<file path="src/rtl/cc_row_shifter.sv">
// Loadable row shifter feeding the register/clear stage; rotate instead of zero-fill when CC_ROW_SHIFTER_WRAP_EN is defined.
// Latency: a shift lands PRESCALE_MAX+1 clocks after load (or after the previous step), and step pulses with the new data.
// Backpressure: none; the block free-runs and downstream must take each step when it is presented.
module cc_row_shifter #(
    parameter int WIDTH          = 4,
    parameter int PRESCALE_WIDTH = 4,
    parameter int PRESCALE_MAX   = 9
) (
    input  logic             CC_ROW_SHIFTER_CLOCK_50,
    input  logic             CC_ROW_SHIFTER_RESET_InHigh,
    input  logic             CC_ROW_SHIFTER_clear_InLow,
    input  logic             CC_ROW_SHIFTER_load_InLow,
    input  logic [WIDTH-1:0] CC_ROW_SHIFTER_data_InBUS,
    input  logic [1:0]       CC_ROW_SHIFTER_shiftselection_In,
    output logic [WIDTH-1:0] CC_ROW_SHIFTER_data_OutBUS,
    output logic             CC_ROW_SHIFTER_step_OutHigh,
    output logic             CC_ROW_SHIFTER_edgeLeft_OutHigh,
    output logic             CC_ROW_SHIFTER_edgeRight_OutHigh
);

    localparam logic [0:0] ST_IDLE = 1'b0;
    localparam logic [0:0] ST_RUN  = 1'b1;
    localparam logic [PRESCALE_WIDTH-1:0] CNT_MAX = PRESCALE_WIDTH'(PRESCALE_MAX);

    logic [0:0]                state_q, state_d;
    logic [PRESCALE_WIDTH-1:0] cnt_q, cnt_d;
    logic [WIDTH-1:0]          data_q, data_d;
    logic                      step_q, step_d;
    logic [WIDTH-1:0]          shl_dat, shr_dat;
    logic                      tick;

    always_comb begin
`ifdef CC_ROW_SHIFTER_WRAP_EN
        shl_dat = {data_q[WIDTH-2:0], data_q[WIDTH-1]};
        shr_dat = {data_q[0], data_q[WIDTH-1:1]};
`else
        shl_dat = {data_q[WIDTH-2:0], 1'b0};
        shr_dat = {1'b0, data_q[WIDTH-1:1]};
`endif
    end

    always_comb begin
        state_d = state_q;
        cnt_d   = cnt_q;
        data_d  = data_q;
        step_d  = 1'b0;
        tick    = (state_q == ST_RUN) && (cnt_q == CNT_MAX);
        if (!CC_ROW_SHIFTER_clear_InLow) begin
            state_d = ST_IDLE;
            cnt_d   = '0;
            data_d  = '0;
        end else if (!CC_ROW_SHIFTER_load_InLow) begin
            // A load always restarts the step period, even on a terminal count.
            state_d = ST_RUN;
            cnt_d   = '0;
            data_d  = CC_ROW_SHIFTER_data_InBUS;
        end else if (state_q == ST_RUN) begin
            cnt_d = tick ? '0 : cnt_q + PRESCALE_WIDTH'(1);
            if (tick) begin
                case (CC_ROW_SHIFTER_shiftselection_In)
                    2'b01: begin
                        data_d = shl_dat;
                        step_d = 1'b1;
                    end
                    2'b10: begin
                        data_d = shr_dat;
                        step_d = 1'b1;
                    end
                    default: data_d = data_q;
                endcase
            end
        end
    end

    always_ff @(posedge CC_ROW_SHIFTER_CLOCK_50 or posedge CC_ROW_SHIFTER_RESET_InHigh) begin
        if (CC_ROW_SHIFTER_RESET_InHigh) begin
            state_q <= ST_IDLE;
            cnt_q   <= '0;
            data_q  <= '0;
            step_q  <= 1'b0;
        end else begin
            state_q <= state_d;
            cnt_q   <= cnt_d;
            data_q  <= data_d;
            step_q  <= step_d;
        end
    end

    assign CC_ROW_SHIFTER_data_OutBUS       = data_q;
    assign CC_ROW_SHIFTER_step_OutHigh      = step_q;
    assign CC_ROW_SHIFTER_edgeLeft_OutHigh  = data_q[WIDTH-1];
    assign CC_ROW_SHIFTER_edgeRight_OutHigh = data_q[0];

endmodule

</file>
<file path="config.mk">
export PLATFORM = sky130hd
export DESIGN_NAME = cc_row_shifter
export DESIGN_NICKNAME = d
export VERILOG_FILES = /design/src/rtl/cc_row_shifter.sv
export SDC_FILE = /design/constraint.sdc
export NUM_CORES = 1
export LEC_CHECK = 0
export ABC_AREA = 1
export BUFFER_PORTS_ARGS = -buffer_cell sky130_fd_sc_hd__buf_2
export CAP_MARGIN = 20
export CORE_AREA = 2 2 40 42
export DETAILED_ROUTE_END_ITERATION = 12
export DIE_AREA = 0 0 42 44
export PLACE_DENSITY = 0.79
export REMOVE_ABC_BUFFERS = 1
export SLEW_MARGIN = 20
export SYNTH_ARGS = -nofsm -noshare
export SYNTH_HDL_FRONTEND = slang
export SYNTH_SLANG_ARGS = --single-unit
export TNS_END_PERCENT = 30
</file>
<file path="constraint.sdc">
create_clock -name CC_ROW_SHIFTER_CLOCK_50 -period 1.8 [get_ports CC_ROW_SHIFTER_CLOCK_50]
set_clock_uncertainty 0.2 [all_clocks]
set_input_delay 0.27 -clock CC_ROW_SHIFTER_CLOCK_50 [delete_from_list [all_inputs] [get_ports CC_ROW_SHIFTER_CLOCK_50]]
set_output_delay 0.27 -clock CC_ROW_SHIFTER_CLOCK_50 [all_outputs]
set_load 0.05 [all_outputs]
</file>
Word-level counts from Yosys, hierarchy flattened
Index checks and enable logic that the tools add are counted.

Bits in registers: 10. Output and inout bits: 7. Logic and storage cells: 31.

Add/subtract/negate cells: 1. Equality and inequality tests: 7. Multiplexer cells: 16. Reductions and logical operators: 3.

Operators with widths (number): $mux 4 (8); $pmux 4 s2 (1); $mux 1 (7); $ne 3x2->1 const B (2); $add 4x1->4 const B (1); $eq 4x4->1 const B (1); $ne 4x2->1 const B (1); $reduce_and 3->1 (1); $eq 2x1->1 const B (1); $eq 2x2->1 const B (1); $ne 2x2->1 const B (1); $reduce_or 2->1 (1); $logic_and 1x1->1 (1).

Logic depth before layout (Yosys ltp)
Gate-level depths: netlist of the first run.

Word-level depth: 7. Mapped depth: 8.

Worst setup path after synthesis of the first run
Ideal clock, no wire load.

Path kind: flip-flop to output port. From: register data_q[0] (netlist: CC_ROW_SHIFTER_data_OutBUS[0]). To: output port CC_ROW_SHIFTER_data_OutBUS[0]. Data arrival time: 0.922 ns. Path slack: 0.408 ns. Stages on the path, launching flop included: 2. Path buffers: 1. Path through: dfrtp_1 buf_4.

RTL lines: from (decl) (RTL line 27) `logic [WIDTH-1:0] data_q, data_d;`; from (signal assigned) (RTL line 84) `data_q <= data_d;`; to (decl) (RTL line 15) `output logic [WIDTH-1:0] CC_ROW_SHIFTER_data_OutBUS,`.

No word-level cell between the ends.

Final worst setup path of the first run
From: register cnt_q[0]. To: register cnt_q[3].

Longest elaborated chain between the ends: 6. Elaborated cells between the ends (all ways): 7. Classes of those cells: add/sub: 1; eq/ne: 1; mux: 4; reduce/logical: 1.

RTL lines: from (decl) (RTL line 26) `logic [PRESCALE_WIDTH-1:0] cnt_q, cnt_d;`; from (signal assigned) (RTL line 83) `cnt_q <= cnt_d;`; branches (longest 2 deep; another with $add 4x1->4); $mux 4 (*) (RTL line 58) `cnt_d = tick ? '0 : cnt_q + PRESCALE_WIDTH'(1);`; $mux 4 (*) (RTL line 57) `end else if (state_q == ST_RUN) begin`; $mux 4 (*) (RTL line 52) `end else if (!CC_ROW_SHIFTER_load_InLow) begin`; $mux 4 (*) (RTL line 48) `if (!CC_ROW_SHIFTER_clear_InLow) begin`.

Mark *: on every way between the ends. The select of a mux whose other input is x is not followed. A chain may end at the register's enable or synchronous reset.

==> results of run 1 <==
## cells in the mapped netlist, types with 2 or more instances
library cell | number | area (µm²)
nand2_1 | 24 | 90.1
nand3_1 | 13 | 65.1
inv_1 | 11 | 41.3
dfrtp_1 | 10 | 250
ha_1 | 3 | 37.5
nor2_2 | 3 | 18.8
o21ai_2 | 3 | 26.3
buf_4 | 2 | 15.0
nand2_4 | 2 | 22.5
## registers in the layout (all words and copies together), names as in the netlist
name                         flops
cnt_q                            4
CC_ROW_SHIFTER_step_OutHigh      1
CC_ROW_SHIFTER_data_OutBUS       4
state_q                          1
## kinds of logic after synthesis
| logic type | count (synthesis) | synth area share [%] |
|---|---|---|
| and+or+nand+nor | 46 | 36.8 |
| buffers and inverters | 16 | 11.2 |
| DFF | 10 | 38.5 |
| AOI/OAI and AO/OA | 5 | 6.36 |
| adders and majority gates | 3 | 5.78 |
| xor gates and xnor gates | 1 | 1.35 |
## worst paths after layout
check / from / to
setup / recovery: cnt_q[0] / cnt_q[3]
hold / removal: CC_ROW_SHIFTER_clear_InLow / state_q
setup reg to reg: cnt_q[0] / cnt_q[3]
hold reg to reg: cnt_q[0] / cnt_q[0]
max in group asynchronous: CC_ROW_SHIFTER_RESET_InHigh / cnt_q[1]
min in group asynchronous: CC_ROW_SHIFTER_RESET_InHigh / CC_ROW_SHIFTER_data_OutBUS[0]
## through the flow
step           std cells  setup WS, ns
6_report             115         0.347
5_1_grt              115         0.237
4_1_cts              115         0.338
3_5_place_dp         111         0.343
3_3_place_gp         111         0.367
2_1_floorplan         79         0.230
## power groups by stage
stage	logic (mW)	clock network, mW	registers (mW)
after detailed placement	0.109	0	0.249
after floorplan	0.0442	0	0.280
final	0.110	0.155	0.245
after CTS	0.111	0.154	0.245
after global placement	0.107	0	0.249
after global routing	0.121	0.168	0.246
## what timing repair did
| action | 4_1_cts | 5_1_grt |
|---|---|---|
| gates resized for setup | 0 | 0 |
| hold buffers | 1 | 0 |
| setup buffers | 0 | 0 |
| endpoints found under the hold margin | 10 | 0 |
## layout make-up
class / instances / area share [%]
Inverter: 14 / 7.50
Clock buffer: 3 / 2.94
Timing Repair Buffer: 17 / 11.7
Tap cell: 16 / 2.61
Multi-Input combinational cell: 55 / 42.6
Sequential cell: 10 / 32.6
## layer usage
layer	GRT usage, %	routed length (µm)	vias up
li1	-	-	290
met1	16.0	485	256
met2	24.7	596	25
met3	2.50	78	6
met4	9.68	31	0
met5	0	0	-
## worst register-to-register path, cell delays in order, from the launching register on
cell and delay [ns]:
dfrtp_1 0.43, ha_1 0.21, nand2_1 0.06, clkinv_1 0.11, nand2_1 0.12, nand3_2 0.12, o21ai_2 0.15
==> impl_metrics.csv, run 1 <==
group,metric,value,unit
cells_and_area,final_util,54.1,%
placement,placed_area,734,µm²
route,drt_iter0_markers,9,
route,dr.pass1.iters,4,
global_routing,grt_start_max_net_pins,11,
worst_setup_path,cp_max_fo,5,
synthesis,ys_warn_count,0,
synthesis,synth-seq-area-share,38.5,%
route,vias_per_cell,5.02,
power,power.leakage,0.416,nW
hold_path,worst_hold_path_type,"in2reg",
clock_network,path_clk_slew,0.06,ns
timing,setup_tns,0,ns
clock_network,numCtsBuffers,3,
die,coreArea,1420,µm²
cells_and_area,multi_input_area,327,µm²
global_routing,globalRoute.totalOverflow,0,
timing,rsz0062_at_grt,"no",
worst_setup_path,crit_arrival,1.45,ns
die,fp-row-count,14,
timing,finalMaxSlewViolations,0,
cells_and_area,mostFrequentLayoutCell,"nand2_1",
placement,gp_congestion,0.788,
power,power,509,µW
timing,worstMarginPinSlew,0.376,ns
global_routing,grt.total_usage,14.2,%
worst_setup_path,ff2ff_setup_slack,0.35,ns
worst_setup_path,endpoint_kind,"flop",
die,dieWidth,42,µm
cells_and_area,n_antenna_cell,0,
route,ant_nets,0,
synthesis,yosys.cell_types.count,19,
timing,fmax,688,MHz
synthesis,avgSynthCellArea,8.02,µm²
placement,port_buffers,16,
global_routing,grt_antenna_before_repair,0,
timing,setup_viol,0,
timing,max_slew_margin,74.9,%
cells_and_area,fill_cells,129,
die,num_io_pins,17,
cells_and_area,drive_above_1_share,32.3,%
worst_setup_path,worst_path_max_delay_cell,"dfrtp_1",
synthesis,async_reset_ff_share,100,%
clock_network,cts.sinks,10,
timing,finalHoldViolations,0,
global_routing,grt_pass1_vias,481,
power,switchingPower,165,µW
synthesis,syn_area,649,µm²
worst_setup_path,worst_setup_path_start_kind,"flop",
power,swShare,32.5,%
die,die_area,1850,µm²
cells_and_area,fin_area,767,µm²
placement,dp_hpwl,959,µm
timing,finalCritPeriodShare,80.7,%
clock_network,htreeDepth,1,
power,vdd_drop_max,0.000292,V
route,routed_wl,1190,µm
global_routing,grt_pass1_wl,1940,µm
die,start_util,45.8,%
worst_setup_path,worst-endpoint-required,1.80,ns
clock_network,cts_tree,"done",
power,seqPwrFrac,48.0,%
power,p_int,344,µW
synthesis,synth_ff_type,"dfrtp_1",
clock_network,cts.path.max_buffers,2,
worst_setup_path,cp.depth,6,
hold_path,hold_depth,2,
worst_setup_path,crit_top_cell,"nand2_1",
cells_and_area,seqCellArea,250,µm²
route,wl_per_cell,10.4,µm
power,p_per_area,664,nW/µm²
synthesis,netlist_instances,81,
clock_network,cts_root_buf,"clkbuf_4",
run,maxCapViolCount,0,
worst_setup_path,crit_family,"flip-flops",
power,power_frac_clock,30.4,%
route,drc_errors,0,
route,via_count,577,
cells_and_area,layout_common_cells,"nand2_1, buf_2, nand3_1, inv_1, dfrtp_1",
worst_setup_path,path_cells,"ha_1, nand2_1, clkinv_1, nand2_1, nand3_2, o21ai_2",
clock_network,clk-insertion-delay-late,0.27,ns
synthesis,synth.ff_latch_count,10,
die,die_y,44,µm
timing,fin_crit,1.45,ns
power,p_comb_share,21.6,%
cells_and_area,fin_nets,114,
worst_setup_path,critPathBufInv,1,
cells_and_area,area_delta_synth_final,18.1,%
outcome,status,"finished clean",
worst_setup_path,reg2reg_depth,6,
worst_setup_path,critPathKind,"reg2reg",
timing,hold_ws,0.100,ns
worst_setup_path,max_stage_delay,0.43,ns
synthesis,synth_edf_count,0,
Power figures use the tool's default switching activity.
==> inputs of run 2 (changes only) <==
--- a/config.mk
+++ b/config.mk
@@ -5,12 +5,12 @@
 export SDC_FILE = /design/constraint.sdc
 export NUM_CORES = 1
 export LEC_CHECK = 0
-export ABC_AREA = 1
+export ABC_AREA = 0
 export BUFFER_PORTS_ARGS = -buffer_cell sky130_fd_sc_hd__buf_2
 export CAP_MARGIN = 20
-export CORE_AREA = 2 2 40 42
+export CORE_AREA = 2 2 39 41
 export DETAILED_ROUTE_END_ITERATION = 12
-export DIE_AREA = 0 0 42 44
+export DIE_AREA = 0 0 41 43
 export PLACE_DENSITY = 0.79
 export REMOVE_ABC_BUFFERS = 1
 export SLEW_MARGIN = 20
==> constraint.sdc (replaced) <==
create_clock -name CC_ROW_SHIFTER_CLOCK_50 -period 1.47 [get_ports CC_ROW_SHIFTER_CLOCK_50]
set_clock_uncertainty 0.2 [all_clocks]
set_input_delay 0.2205 -clock CC_ROW_SHIFTER_CLOCK_50 [delete_from_list [all_inputs] [get_ports CC_ROW_SHIFTER_CLOCK_50]]
set_output_delay 0.2205 -clock CC_ROW_SHIFTER_CLOCK_50 [all_outputs]
set_load 0.05 [all_outputs]
==> run 2 against run 1 <==
  * The flow now finishes with violations (negative setup slack)
  * Largest power group unchanged
  * Sequential share of layout area down 0.16 points
  * Area after synthesis down 6.4%
  * Highest routed layer unchanged
  * Flip-flop and latch count unchanged
  * First-iteration DRC count up 44%
  * Die area down 4.6%
  * Clock power up 15%
  * Critical path depth down 1
  * Clock-buffer cell count unchanged
  * Sequential power up 21%
  * Cell area up 0.49%
==> impl_metrics.csv, run 2 <==
group,metric,value,unit
global_routing,grt.total_usage,18.5,%
route,dr.pass1.iters,4,
clock_network,cts_tree,"done",
global_routing,globalRoute.totalOverflow,0,
cells_and_area,layout_common_cells,"buf_2, dfrtp_1, nand2_1, mux2i_1, a21oi_1",
die,fp-row-count,14,
route,drt_iter0_markers,13,
timing,worst_slack,-0.000134,ns
die,die_area,1760,µm²
cells_and_area,mostFrequentLayoutCell,"buf_2",
synthesis,synth.ff_latch_count,10,
placement,dp_cells,94,
cells_and_area,fin_nets,97,
synthesis,ys_top_cells_by_area,"dfrtp_1, mux2i_1, ha_1",
placement,place_ws,-0.0255,ns
die,num_io_pins,17,
global_routing,grt_pass1_wl,2120,µm
worst_setup_path,cp_max_fo,2,
worst_setup_path,r2r-start,"cnt_q[0]",
timing,worstMarginPinSlew,0.369,ns
timing,setup_viol,1,
clock_network,cts.path.max_buffers,2,
timing,finalHoldViolations,0,
timing,setup_tns,-0.000134,ns
synthesis,async_reset_ff_share,100,%
route,vias_per_cell,5.34,
cells_and_area,final_cells,98,
hold_path,worst_hold_path_type,"in2reg",
die,start_util,43.9,%
clock_network,numCtsBuffers,3,
synthesis,synthTopCellsByCount,"dfrtp_1, nand2_1, mux2i_1, a21oi_1",
worst_setup_path,reg2reg_depth,5,
synthesis,synth-seq-area-share,41.2,%
power,p_per_area,771,nW/µm²
synthesis,netlist_instances,62,
clock_network,cts_root_buf,"clkbuf_4",
global_routing,grt_antenna_before_repair,0,
outcome,status,"finished, violations left",
synthesis,synth_top_area_share,41.2,%
synthesis,syn_area,608,µm²
synthesis,yosys.cell_types.count,22,
cells_and_area,n_antenna_cell,0,
worst_setup_path,endpoint_kind,"flop",
run,maxCapViolCount,0,
route,wl_per_cell,12.8,µm
clock_network,clk-insertion-delay-late,0.26,ns
global_routing,grt_start_max_net_pins,12,
worst_setup_path,worst-endpoint-required,1.46,ns
timing,fin_crit,1.47,ns
power,vdd_drop_max,0.000445,V
synthesis,yosys.area.top_type,"dfrtp_1",
worst_setup_path,r2r-end,"cnt_q[2]",
timing,finalCritPeriodShare,100,%
worst_setup_path,critPathKind,"reg2reg",
die,die_y,43,µm
hold_path,holdPathEnd,"CC_ROW_SHIFTER_data_OutBUS[1]",
synthesis,synth_edf_count,0,
timing,fmax,680,MHz
synthesis,ys_warn_count,0,
global_routing,grt_pass1_vias,527,
worst_setup_path,ff2ff_setup_slack,-0.0001,ns
placement,dp_hpwl,938,µm
route,drc_errors,0,
die,dieWidth,41,µm
clock_network,htreeDepth,1,
route,ant_nets,0,
timing,rsz0062_at_grt,"yes",
timing,finalMaxSlewViolations,0,
cells_and_area,drive_above_1_share,35.4,%
synthesis,synth_ff_type,"dfrtp_1",
outcome,violations,"negative setup slack",
clock_network,cts.sinks,10,
die,coreArea,1380,µm²
clock_network,path_clk_slew,0.06,ns
worst_setup_path,worst_setup_path_start_kind,"flop",
cells_and_area,area_delta_synth_final,26.7,%
placement,port_buffers,16,
hold_path,hold_depth,3,
timing,max_slew_margin,75.4,%
hold_path,worstHoldStart,"CC_ROW_SHIFTER_clear_InLow",
placement,gp_congestion,0.699,
worst_setup_path,crit_arrival,1.46,ns
cells_and_area,final_util,55.7,%
route,via_count,523,
power,power.leakage,0.423,nW
synthesis,avgSynthCellArea,9.81,µm²
route,routed_wl,1250,µm
run 2: final cells by class:
type | instances | area, µm²
clock buffer | 3 | 22.5
inverter | 4 | 15.0
multi-input combinational | 44 | 339
sequential | 10 | 250
tap | 16 | 20.0
fill | 121 | 613
timing repair buffer | 21 | 124
run 2: cells by family after synthesis:
family / Yosys count / synth area share [%]
compound gates: 15 / 16.0
fa+ha+maj: 3 / 6.17
buf+inv: 8 / 6.17
flops: 10 / 41.2
mux: 6 / 9.88
simple gates: 20 / 20.6
run 2: worst max-delay path, cell delays in order (launching register included):
cell	delay, ns
dfrtp_1	0.40
buf_6	0.12
ha_1	0.13
nand2_1	0.07
or3b_1	0.35
a21oi_1	0.12
run 2: through the flow:
stage          area, µm²  total power, mW  hold WS (ns)
2_1_floorplan        586            0.373        -0.139
3_3_place_gp         716            0.412       0.00102
3_5_place_dp         716            0.414        0.0180
4_1_cts              764            0.597        0.0764
5_1_grt              771            0.617        0.0960
6_report             771            0.594        0.0780
run 2: timing repair:
item | 4_1_cts | 5_1_grt
setup buffers | 0 | 0
endpoints found under the hold margin | 10 | 0
endpoints found under the setup margin | 4 | 6
hold buffers | 1 | 0
gates resized for setup | 3 | 2
run 2: worst max-delay path by stage:
| stage | from | to | slack (ns) | depth (start not counted) |
|---|---|---|---|---|
| after floorplan | CC_ROW_SHIFTER_data_OutBUS[3] | CC_ROW_SHIFTER_data_OutBUS[2] | -0.18 | 3 |
| after global placement | CC_ROW_SHIFTER_shiftselection_In[0] | CC_ROW_SHIFTER_data_OutBUS[3] | 0.008 | 5 |
| after detailed placement | CC_ROW_SHIFTER_shiftselection_In[0] | CC_ROW_SHIFTER_data_OutBUS[2] | -0.03 | 5 |
| after CTS | cnt_q[0] | cnt_q[2] | -0.004 | 5 |
| after global routing | cnt_q[0] | cnt_q[2] | -0.04 | 5 |
| final | cnt_q[0] | cnt_q[2] | -0.0001 | 5 |
run 2: where the power goes:
part           internal [mW]  total (mW)  switching, mW
clock network         0.0941       0.178         0.0841
registers              0.285       0.296         0.0111
logic                 0.0451       0.120         0.0750
run 2: per-layer routing:
metal	global-route usage, %	up-vias	share of wire, %
met1	18.0	249	37
met3	3.14	5	4.9
met4	10.0	0	2.6
met5	0	-	0
li1	-	254	-
met2	33.4	15	55
==> inputs of run 3 (changes only) <==
--- a/config.mk
+++ b/config.mk
@@ -11,6 +11,7 @@
 export CORE_AREA = 2 2 39 41
 export DETAILED_ROUTE_END_ITERATION = 12
 export DIE_AREA = 0 0 41 43
+export GPL_TIMING_DRIVEN = 0
 export PLACE_DENSITY = 0.79
 export REMOVE_ABC_BUFFERS = 1
 export SLEW_MARGIN = 20
==> run 3 against run 2 <==
  * The run still ends with negative setup slack left
  * Sequential share of layout area rose by 0.54 points
  * Cell count decreased by 1.0%
  * Register-to-register slack is essentially flat
==> impl_metrics.csv, run 3 (same netlist as run 2, synthesis figures left out) <==
group,metric,value,unit
power,p_per_area,780,nW/µm²
power,power,595,µW
clock_network,cts_tree,"done",
worst_setup_path,max_stage_delay,0.39,ns
global_routing,grt_pass1_vias,487,
power,vdd_drop_max,0.000522,V
global_routing,grt_pass1_wl,1980,µm
route,drc_errors,0,
clock_network,htreeDepth,1,
timing,max_slew_margin,74.7,%
timing,finalMaxSlewViolations,0,
route,drt_iter0_markers,6,
cells_and_area,fin_area,762,µm²
outcome,violations,"negative setup slack",
route,dr.pass1.iters,4,
clock_network,numCtsBuffers,3,
cells_and_area,mostFrequentLayoutCell,"buf_2",
placement,dp_hpwl,869,µm
worst_setup_path,cp_max_fo,5,
worst_setup_path,endpoint_kind,"flop",
die,coreArea,1380,µm²
cells_and_area,layout_common_cells,"buf_2, nand2_1, dfrtp_1, mux2i_1",
worst_setup_path,worst-endpoint-required,1.41,ns
cells_and_area,final_util,55.1,%
placement,placed_area,686,µm²
worst_setup_path,crit_family,"flip-flops",
route,routed_wl,1190,µm
die,num_io_pins,17,
global_routing,grt_start_max_net_pins,12,
cells_and_area,drive_above_1_share,35.8,%
die,fp-row-count,14,
global_routing,grt_antenna_before_repair,0,
clock_network,path_clk_slew,0.06,ns
hold_path,worst_hold_path_type,"in2reg",
placement,port_buffers,16,
worst_setup_path,crit_arrival,1.42,ns
global_routing,grt.total_usage,16.3,%
route,wl_per_cell,12.2,µm
route,via_count,524,
route,ant_nets,0,
worst_setup_path,worst_setup_path_start_kind,"flop",
die,dieWidth,41,µm
die,die_y,43,µm
cells_and_area,area_delta_synth_final,25.3,%
timing,fin_crit,1.48,ns
cells_and_area,fin_nets,96,
die,die_area,1760,µm²
clock_network,cts.path.max_buffers,2,
worst_setup_path,critPathKind,"reg2reg",
timing,worst_slack,-0.00653,ns
outcome,status,"finished, violations left",
timing,worstMarginPinSlew,0.379,ns
power,power.leakage,0.417,nW
clock_network,cts_root_buf,"clkbuf_4",
worst_setup_path,critPathBufInv,1,
route,vias_per_cell,5.40,
timing,finalCritPeriodShare,100,%
worst_setup_path,path_cells,"inv_2, ha_4, nand3b_4, o31a_4, mux2i_1",
timing,setup_viol,3,
placement,gp_congestion,0.689,
worst_setup_path,worst_path_max_delay_cell,"dfrtp_1",
timing,rsz0062_at_grt,"yes",
timing,finalHoldViolations,0,
cells_and_area,n_antenna_cell,0,
clock_network,cts.sinks,10,
global_routing,globalRoute.totalOverflow,0,
clock_network,clk-insertion-delay-late,0.26,ns
die,start_util,43.9,%
run,maxCapViolCount,0,
timing,fmax,677,MHz
[run 3: cell count changes in the layout (fill, tap and decap cells not counted), sizes merged]
cell / delta
buf: -1
[run 3: final timing paths]
check                                               from                             to  slack [ns]  cells after the start
setup / recovery                                cnt_q[1]  CC_ROW_SHIFTER_data_OutBUS[0]      -0.007                      5
hold / removal                CC_ROW_SHIFTER_clear_InLow  CC_ROW_SHIFTER_data_OutBUS[2]        0.08                      3
setup reg to reg                                cnt_q[1]  CC_ROW_SHIFTER_data_OutBUS[0]      -0.007                      5
hold reg to reg            CC_ROW_SHIFTER_data_OutBUS[3]  CC_ROW_SHIFTER_data_OutBUS[3]        0.38                      2
max in group asynchronous    CC_ROW_SHIFTER_RESET_InHigh                       cnt_q[0]        0.49                      3
min in group asynchronous    CC_ROW_SHIFTER_RESET_InHigh                       cnt_q[1]        0.29                      3
[run 3: metrics by stage]
stage                     setup TNS, ns  hold slack (ns)  instances  setup WS, ns
after floorplan                  -0.377           -0.139         58        -0.184
after global placement           -0.407          0.00666         90       -0.0867
after detailed placement         -0.613           0.0176         90        -0.128
after CTS                       -0.0158           0.0812         97       -0.0103
after global routing             -0.235           0.0884         97       -0.0703
final                           -0.0101           0.0798         97      -0.00653
[run 3: area by class of cell]
class	instances	area [µm²]
Inverter	4	15.0
Multi-Input combinational cell	44	337
Sequential cell	10	251
Tap cell	16	20.0
Fill cell	132	622
Timing Repair Buffer	20	116
Clock buffer	3	22.5
[run 3: power by group]
group / internal, mW / switching [mW]
clock: 0.0942 / 0.0869
combinational: 0.0445 / 0.0730
sequential: 0.285 / 0.0112
[run 3: routing by layer]
layer	wire length [µm]	global-route usage (%)	vias to the layer above
li1	-	-	254
met1	512	19.6	256
met2	623	26.3	12
met3	48	3.14	2
met4	4	8.00	0
met5	0	0	-
[run 3: worst reg2reg max path, cell delays in order (launching register included)]
cell,delay [ns]
dfrtp_1,0.39
inv_2,0.07
ha_4,0.14
nand3b_4,0.11
o31a_4,0.33
mux2i_1,0.13
[run 3: timing repair]
action	CTS	global route
pin swaps	0	0
endpoints found under the setup margin	5	5
hold buffers	1	0
endpoints found under the hold margin	10	0
resized for setup	5	1
buffers inserted	3	0
